**src/rtl/pipe_pkg.sv**
```systemverilog
// Shared pipeline types: datapath width default, instruction-type encoding and
// the ID/EX stage occupancy states.
package pipe_pkg;

  localparam int unsigned XlenDefault = 32;
  localparam int unsigned TypeW       = 5;
  localparam int unsigned RegW        = 5;

  typedef enum logic [TypeW-1:0] {
    TypeNone   = 5'd0,
    TypeAlu    = 5'd1,
    TypeAluImm = 5'd2,
    TypeLoad   = 5'd3,
    TypeStore  = 5'd4,
    TypeBranch = 5'd5,
    TypeJal    = 5'd6,
    TypeJalr   = 5'd7,
    TypeLui    = 5'd8,
    TypeAuipc  = 5'd9
  } instr_type_e;

  typedef enum logic [1:0] {
    StEmpty = 2'd0,
    StFull  = 2'd1,
    StHold  = 2'd2
  } stage_state_e;

  function automatic logic is_x0(input logic [RegW-1:0] rs);
    return rs == '0;
  endfunction

endpackage

```
**src/rtl/operand_hold.sv**
```systemverilog
// One source operand of the ID/EX stage: forward mux, x0 zeroing and a capture
// register that freezes the operand while execute back-pressures.
module operand_hold
  import pipe_pkg::*;
#(
  parameter int unsigned XLEN = XlenDefault
) (
  input  logic            clk,
  input  logic            rst_n,
  input  logic [RegW-1:0] rs_i,
  input  logic [XLEN-1:0] rdata_i,
  input  logic [XLEN-1:0] fwd_i,
  input  logic            fwd_valid_i,
  input  logic            hold_sel_i,
  input  logic            capture_i,
  output logic [XLEN-1:0] op_o
);

  logic [XLEN-1:0] hold_q, hold_d;

  // x0 wins over everything, including a stale hold value.
  always_comb begin
    if (is_x0(rs_i)) begin
      op_o = '0;
    end else if (hold_sel_i) begin
      op_o = hold_q;
    end else if (fwd_valid_i) begin
      op_o = fwd_i;
    end else begin
      op_o = rdata_i;
    end
  end

  always_comb begin
    hold_d = hold_q;
    if (capture_i) begin
      hold_d = op_o;
    end
  end

  always_ff @(posedge clk or negedge rst_n) begin
    if (!rst_n) begin
      hold_q <= '0;
    end else begin
      hold_q <= hold_d;
    end
  end

endmodule

```
**src/rtl/id_ex_stage.sv**
```systemverilog
// ID/EX pipeline register with valid/ready handshake, load-use stall, flush and
// operand forwarding that is frozen once the instruction is back-pressured.
module id_ex_stage
  import pipe_pkg::*;
#(
  parameter int unsigned XLEN = XlenDefault
) (
  input  logic             clk,
  input  logic             rst_n,
  input  logic             valid_D,
  output logic             ready_D,
  input  logic             stall_D,
  input  logic             flush,
  input  logic [TypeW-1:0] type_D,
  input  logic [RegW-1:0]  rs1_D,
  input  logic [RegW-1:0]  rs2_D,
  input  logic [RegW-1:0]  rd_D,
  input  logic             load_D,
  input  logic [XLEN-1:0]  pc_D,
  input  logic [XLEN-1:0]  imm_D,
  input  logic [XLEN-1:0]  rdata1_D,
  input  logic [XLEN-1:0]  rdata2_D,
  input  logic [XLEN-1:0]  forward_rs1,
  input  logic [XLEN-1:0]  forward_rs2,
  input  logic             valid_forward_rs1,
  input  logic             valid_forward_rs2,
  output logic             valid_E,
  input  logic             ready_E,
  output logic [TypeW-1:0] type_E,
  output logic [RegW-1:0]  rd_E,
  output logic             load_E,
  output logic [XLEN-1:0]  pc_E,
  output logic [XLEN-1:0]  imm_E,
  output logic [XLEN-1:0]  op1_E,
  output logic [XLEN-1:0]  op2_E
);

  stage_state_e    state_q, state_d;
  logic [TypeW-1:0] type_q, type_d;
  logic [RegW-1:0]  rs1_q, rs1_d, rs2_q, rs2_d, rd_q, rd_d;
  logic             load_q, load_d;
  logic [XLEN-1:0]  pc_q, pc_d, imm_q, imm_d;
  logic [XLEN-1:0]  rdata1_q, rdata1_d, rdata2_q, rdata2_d;

  logic accept;
  logic capture;
  logic hold_sel;

  assign ready_D  = ~stall_D & ~flush & ((state_q == StEmpty) | ready_E);
  assign accept   = valid_D & ready_D;
  assign capture  = (state_q == StFull) & ~ready_E;
  assign hold_sel = (state_q == StHold);

  always_comb begin
    if (flush) begin
      state_d = StEmpty;
    end else if (accept) begin
      state_d = StFull;
    end else if ((state_q == StEmpty) || ready_E) begin
      state_d = StEmpty;
    end else begin
      state_d = StHold;
    end
  end

  always_comb begin
    type_d   = type_q;
    rs1_d    = rs1_q;
    rs2_d    = rs2_q;
    rd_d     = rd_q;
    load_d   = load_q;
    pc_d     = pc_q;
    imm_d    = imm_q;
    rdata1_d = rdata1_q;
    rdata2_d = rdata2_q;
    if (accept) begin
      type_d   = type_D;
      rs1_d    = rs1_D;
      rs2_d    = rs2_D;
      rd_d     = rd_D;
      load_d   = load_D;
      pc_d     = pc_D;
      imm_d    = imm_D;
      rdata1_d = rdata1_D;
      rdata2_d = rdata2_D;
    end
  end

  always_ff @(posedge clk or negedge rst_n) begin
    if (!rst_n) begin
      state_q  <= StEmpty;
      type_q   <= '0;
      rs1_q    <= '0;
      rs2_q    <= '0;
      rd_q     <= '0;
      load_q   <= 1'b0;
      pc_q     <= '0;
      imm_q    <= '0;
      rdata1_q <= '0;
      rdata2_q <= '0;
    end else begin
      state_q  <= state_d;
      type_q   <= type_d;
      rs1_q    <= rs1_d;
      rs2_q    <= rs2_d;
      rd_q     <= rd_d;
      load_q   <= load_d;
      pc_q     <= pc_d;
      imm_q    <= imm_d;
      rdata1_q <= rdata1_d;
      rdata2_q <= rdata2_d;
    end
  end

  operand_hold #(
    .XLEN(XLEN)
  ) u_op1 (
    .clk        (clk),
    .rst_n      (rst_n),
    .rs_i       (rs1_q),
    .rdata_i    (rdata1_q),
    .fwd_i      (forward_rs1),
    .fwd_valid_i(valid_forward_rs1),
    .hold_sel_i (hold_sel),
    .capture_i  (capture),
    .op_o       (op1_E)
  );

  operand_hold #(
    .XLEN(XLEN)
  ) u_op2 (
    .clk        (clk),
    .rst_n      (rst_n),
    .rs_i       (rs2_q),
    .rdata_i    (rdata2_q),
    .fwd_i      (forward_rs2),
    .fwd_valid_i(valid_forward_rs2),
    .hold_sel_i (hold_sel),
    .capture_i  (capture),
    .op_o       (op2_E)
  );

  assign valid_E = (state_q != StEmpty);
  assign type_E  = type_q;
  assign rd_E    = rd_q;
  assign load_E  = load_q;
  assign pc_E    = pc_q;
  assign imm_E   = imm_q;

endmodule

```
**config.mk**
```make
export PLATFORM = sky130hd
export DESIGN_NAME = id_ex_stage
export DESIGN_NICKNAME = d
export VERILOG_FILES = /design/src/rtl/pipe_pkg.sv /design/src/rtl/operand_hold.sv /design/src/rtl/id_ex_stage.sv
export SDC_FILE = /design/constraint.sdc
export NUM_CORES = 1
export LEC_CHECK = 0
export ABC_AREA = 1
export BUFFER_PORTS_ARGS = -buffer_cell sky130_fd_sc_hd__buf_2
export CORE_MARGIN = 1.5
export CORE_UTILIZATION = 40
export CTS_CLUSTER_DIAMETER = 150
export DETAILED_ROUTE_END_ITERATION = 6
export PLACE_DENSITY = 0.66
export SLEW_MARGIN = 20
export SYNTH_ARGS = -nofsm -noshare
export SYNTH_HDL_FRONTEND = slang
export SYNTH_SLANG_ARGS = --single-unit
```
**constraint.sdc**
```tcl
create_clock -name clk -period 1.95 [get_ports clk]
set_input_delay 0.0975 -clock clk [delete_from_list [all_inputs] [get_ports clk]]
set_output_delay 0.0975 -clock clk [all_outputs]
set_load 0.005 [all_outputs]
```
==> run metrics, run 1 <==
yosys warns=0; Avg WL per Cell=14.79 µm; status=completed; setup ws final=0.01761 ns; WP buf/inv=3; post-synthesis mux area share=0; RSZ-0062 raised after global routing=yes; area grow syn2layout=47.43%; antenna-violating nets left=0; simple-gate share of the synthesized area=0.4013; TritonCTS Buffers=26; Residual DRC=0; busiest grt layer=met2; crit end category=primary output; worst min-delay path category=primary input to flip-flop; Hold EP=u_op1.hold_q[15]; WP data arrival=1.83 ns; dpl cells=2110; Starting Density=0.4054; critical-path maximum fanout=19; Synth cell types=14; Sink Count=215; fmax=between 500 and 600 MHz; Clk pin slew, worst setup/hold paths=0.06 ns; initial antenna violation count=7; ratio of cells with drive above 1 in the final layout=0.2554; cell count after synthesis=1473; Final setup viols=0; post-detail-place hpwl=between 20 and 25 mm; Synth Area in Adders=0; Mapped Nets=around 1700; die area=0.02732 mm²; IO buf count=361; Final Net Count=around 2200; XOR/XNOR Fraction of Synth Area=0; CP startpoint kind=flip-flop; Die W=165.3 µm; Post-Route Hold Slack=0.01677 ns; Crit path largest cell delay=0.46 ns; Vias/cell=4.669; deepest clock path buffer count=3; met2 global-route usage=0.4135; main combinational cell family by area after synthesis=simple AND/OR/NAND/NOR gates; endpoints failing hold=0; largest net degree at the start of global routing=about 130; Die Y=165.3 µm; dpl cell area=0.01273 mm²; WP data required=between 1.5 and 2 ns; dpl ws=between 0.3 and 0.4 ns; Core ar.=0.02598 mm²; WHS Path Cells=7; Final Cycle Share=0.9910; GRT overflow=0; commonest non-fill, non-tap cell in the layout=nand2_1; first-pass GRT wire length=about 53 mm; Root Driver=clkbuf_16; initial drt markers=659; Critical Path Slowest Stage Cell=dfrtp_2; hold wc startpoint=forward_rs1[15]; global routing usage on met1=0.3009; reg2reg start=state_q[0]; Mapped Area=0.01054 mm²; latest clock arrival within the worst-skew pair=0.53 ns; Total Power=approximately 14 mW; Detailed Route WL=34.40 mm; max-cap violation count=0; Slew Limit Fails=0; via count=approximately 11000; Slew @ Worst Pin=approximately 0.57 ns; sequential fraction of the synthesis area=0.5107; I/O pins=around 360; Lkg Pwr=roughly 9 nW; CTS tree=yes; htree depth=1; vias in the first global route=around 11000; most frequent cells in the layout=nand2_1, buf_2, dfrtp_1; min cycle time layout=1.932 ns; DRT Pass-1 Iters=5; Seq cells post-synth=215; Power Density=897.3 mW/mm²; compound-cell area share of the yosys netlist=0; final instance area=0.01553 mm²; crit path cell chain=nand2_8 > clkinv_8 > clkbuf_16 > nand2_1 > nand2_2 > and2_1 > buf_2; Critical R2R Capture=imm_E[4]; relative slew slack=0.6193; R2R cell count=9; syn_area_per_cell=7.152 µm²; clock skew=0.009162 ns; num rows=59; Non-Filler Instances=approximately 2300; Top delay family on crit path=flip-flops; R2R setup slack=0.25 ns; met3 Use GR=0.04121; Placer Congestion=between 0.7 and 0.8; Worst VDD drop=about 560 µV; gr usage total=0.2397; CP Class=flip-flop to primary output
## registers in the layout, indices dropped and copies added, names as in the netlist
name,flops
pc_E,32
rdata1_q,32
rs2_q,5
load_E,1
u_op1.hold_q,32
rd_E,5
imm_E,32
rdata2_q,32
type_E,5
rs1_q,5
u_op2.hold_q,32
state_q,2
## tightest hold or removal path: cells and delay by family
family	cells	cell delay, ns
and+or+nand+nor	5	0.30
buffers and inverters	2	0.10
## layer usage
layer	vias to the layer above	routed length [µm]
met5	-	16
met4	2	1074
met3	84	2120
met2	399	16560
met1	4998	14620
li1	5378	-
## how the worst max path moves through the flow
stage / start / end / slack, ns / cells past startpoint
after floorplan: state_q[1] / u_op1.hold_q[10] / 0.74 / 5
after global placement: state_q[1] / u_op1.hold_q[23] / 0.43 / 5
after detailed placement: state_q[1] / u_op1.hold_q[25] / 0.37 / 5
after CTS: rs1_q[3] / op1_E[30] / 0.005 / 5
after global routing: state_q[1] / op1_E[23] / -0.04 / 7
final: state_q[1] / op1_E[4] / 0.02 / 7
## kinds of logic (layout without fill, tap and decap cells)
logic type / after synthesis / count (layout)
other: 0 / 6
AND/OR/NAND/NOR: 1037 / 1037
flip-flops: 215 / 215
buffers and inverters: 221 / 733
## metrics by stage
step                TNS, ns  utilization
global route         -1.201       0.5977
detailed placement        0       0.4899
CTS                       0       0.5851
global placement          0       0.4899
finish                    0       0.5977
floorplan                 0            -
## cell usage after synthesis
cell / instances / area share
inv_1: 132 / 0.047
buf_2: 48 / 0.023
dfrtp_1: 215 / 0.51
nand2_2: 2 / 0.0012
buf_4: 8 / 0.0057
nand2_1: 835 / 0.30
buf_6: 1 / 0.0011
clkbuf_1: 27 / 0.0096
nand3_2: 1 / 0.00095
nor3_1: 3 / 0.0014
nand3_1: 128 / 0.061
nor2_1: 4 / 0.0014
inv_2: 5 / 0.0018
and2_1: 64 / 0.038
## timing repair
action | 4_1_cts | 5_1_grt
setup buffers | 0 | 2
gates resized for setup | 7 | 71
cloned | 0 | 4
endpoints found under the setup margin | 64 | 64
hold buffers | 157 | 0
pin swaps | 0 | 5
hold endpoints to repair | 282 | 0
## report_power, final
part | leakage (nW) | internal (mW) | total (mW) | switching (mW)
clock | 0.430 | 3.01 | 4.92 | 1.91
sequential | 2.69 | 5.34 | 5.84 | 0.499
combinational | 5.86 | 1.53 | 3.18 | 1.65
## area by class of cell
| cell class | count | area (µm²) |
|---|---|---|
| Sequential cell | 215 | 5381 |
| Antenna cell | 6 | 15.01 |
| Multi-Input combinational cell | 1037 | 4419 |
| Timing Repair Buffer | 549 | 3891 |
| Inverter | 137 | 529.3 |
| Tap cell | 335 | 419.2 |
| Clock buffer | 38 | 777.0 |
| Clock inverter | 9 | 100.1 |
| Fill cell | 2286 | 10450 |
No activity file was read; power rests on OpenSTA's default activity.
==> run 2, diff against run 1 <==
==> constraint.sdc (replaced) <==
create_clock -name clk -period 1.95 [get_ports clk]
set_input_delay 0.39 -clock clk [delete_from_list [all_inputs] [get_ports clk]]
set_output_delay 0.39 -clock clk [all_outputs]
set_load 0.005 [all_outputs]
==> run metrics, run 2 (synthesis results as in run 1) <==
CP Class=flip-flop to primary output; GRT overflow=0 (unchanged); Final Net Count=2078 (-5.0%); DRT Pass-1 Iters=5 (unchanged); first-pass GRT wire length=51.86 mm (-1.3%); Clk pin slew, worst setup/hold paths=0.06 ns (about the same); Lkg Pwr=9.217 nW (+2.6%); Slew Limit Fails=0 (unchanged); crit path cell chain=inv_2 > nand2_8 > buf_12 > clkbuf_16 > nand3_2 > nand2_1 > and2_1 > buf_2; IO buf count=361 (unchanged); fmax=447.6 MHz (-14%); htree depth=1 (unchanged); RSZ-0062 raised after global routing=yes; failing checks=setup timing; endpoints failing hold=0 (unchanged); Die W=165.3 µm (unchanged); initial antenna violation count=11 (+4); critical-path maximum fanout=7 (-12); Placer Congestion=0.8388 (+6.2%); post-detail-place hpwl=20.96 mm (+1.1%); Sink Count=215 (unchanged); Final Cycle Share=1.146 (+0.1548); Starting Density=0.4054 (unchanged); WP data arrival=1.84 ns (about the same); status=finished, violations left; commonest non-fill, non-tap cell in the layout=nand2_1; Die Y=165.3 µm (unchanged); Crit path largest cell delay=0.37 ns (-0.09 ns); Root Driver=clkbuf_16; latest clock arrival within the worst-skew pair=0.52 ns (about the same); num rows=59 (unchanged); Power Density=942.0 mW/mm² (+5.0%); Total Power=14.71 mW (+5.6%); ratio of cells with drive above 1 in the final layout=0.3703 (+0.1149); Avg WL per Cell=16.15 µm (+9.2%); max-cap violation count=0 (unchanged); Slew @ Worst Pin=0.4288 ns (-0.1414 ns); dpl cells=2108 (-0.095%); CP startpoint kind=flip-flop; relative slew slack=0.7141 (+0.09483); TritonCTS Buffers=26 (unchanged); Residual DRC=0 (unchanged); deepest clock path buffer count=3 (unchanged); via count=10755 (-0.98%); area grow syn2layout=48.27%; I/O pins=362 (unchanged); worst min-delay path category=primary input to flip-flop; largest net degree at the start of global routing=91 (-27%); die area=0.02732 mm² (unchanged); gr usage total=0.2416 (+0.001941); antenna-violating nets left=0 (unchanged); Non-Filler Instances=2221 (-4.5%); Core ar.=0.02598 mm² (unchanged); most frequent cells in the layout=nand2_1, buf_2, dfrtp_1; Critical Path Slowest Stage Cell=dfrtp_1; clock skew=0.01156 ns (+0.002400 ns); CTS tree=yes; WP data required=1.56 ns (-0.29 ns); Final setup viols=64 (+64); Detailed Route WL=35.87 mm (+4.3%); min cycle time layout=2.234 ns (+0.3018 ns); crit end category=primary output; Vias/cell=4.842 (+3.7%); Worst VDD drop=890.2 µV (+59%); vias in the first global route=10094 (-5.9%); initial drt markers=787 (+19%); setup ws final=-0.2842 ns (-0.3018 ns)
==> run 2: cell count changes in the layout (fill, tap and decap cells not counted), sizes merged, moves of 2 or more <==
cell / change
inv: +2
buf: +40
dlygate4sd3: -156
bufinv: +2
diode: +3
clkbuf: +5
==> run 2: timing repair <==
item / CTS / global route
endpoints found under the setup margin: 64 / 65
endpoints found under the hold margin: 38 / 0
pin swaps: 2 / 85
gates resized for setup: 54 / 233
hold buffers: 1 / 0
gates cloned: 7 / 11
buffers inserted: 8 / 30
==> run 2: final timing paths <==
path	start	endpoint	slack, ns	depth (start not counted)
worst min-delay path	imm_D[8]	imm_E[8]	0.06	3
min in group asynchronous	rst_n	rdata2_q[13]	0.36	2
max in group asynchronous	rst_n	pc_E[31]	0.93	3
worst max-delay path	state_q[0]	op1_E[21]	-0.28	8
worst max register to register	state_q[1]	u_op2.hold_q[4]	0.18	6
worst min register to register	pc_E[3]	pc_E[3]	0.47	2
==> run 2: layout make-up <==
class / count / area, µm²
Fill cell: 2341 / 10360
Sequential cell: 215 / 5381
Multi-Input combinational cell: 1037 / 5067
Timing Repair Buffer: 440 / 3242
Clock buffer: 36 / 779.5
Inverter: 137 / 529.3
Tap cell: 335 / 419.2
Clock inverter: 12 / 178.9
Antenna cell: 9 / 22.52
==> run 2: critical path: cells and delay by family (launching register included) <==
kind	cells	cell delay, ns
flops	1	0.37
simple gates	4	0.39
buf+inv	4	0.56
==> run 2: through the flow <==
step                  util  setup WS (ns)  TNS [ns]  hold WS (ns)  cell area, µm²
floorplan                -         0.4402         0       0.09441           10540
global placement    0.4918         0.1704         0        0.3142           12780
detailed placement  0.4918         0.1679         0        0.3144           12780
CTS                 0.5459        -0.2815    -16.44       0.03695           14190
global route        0.6010        -0.3480    -20.07       0.05889           15620
finish              0.6011        -0.2842    -15.37       0.05969           15620
==> run 2: per-layer routing <==
metal | track usage | up-vias | routed length (µm)
li1 | - | 5169 | -
met1 | 0.3077 | 5051 | 14660
met2 | 0.3969 | 442 | 17370
met3 | 0.05295 | 89 | 2578
met4 | 0.1019 | 4 | 1232
met5 | 0 | - | 20
==> run 2: power by group <==
group / switching (mW) / internal, mW / leakage [nW]
clock network: 1.96 / 3.33 / 0.468
logic: 1.77 / 1.75 / 6.06
registers: 0.566 / 5.34 / 2.69
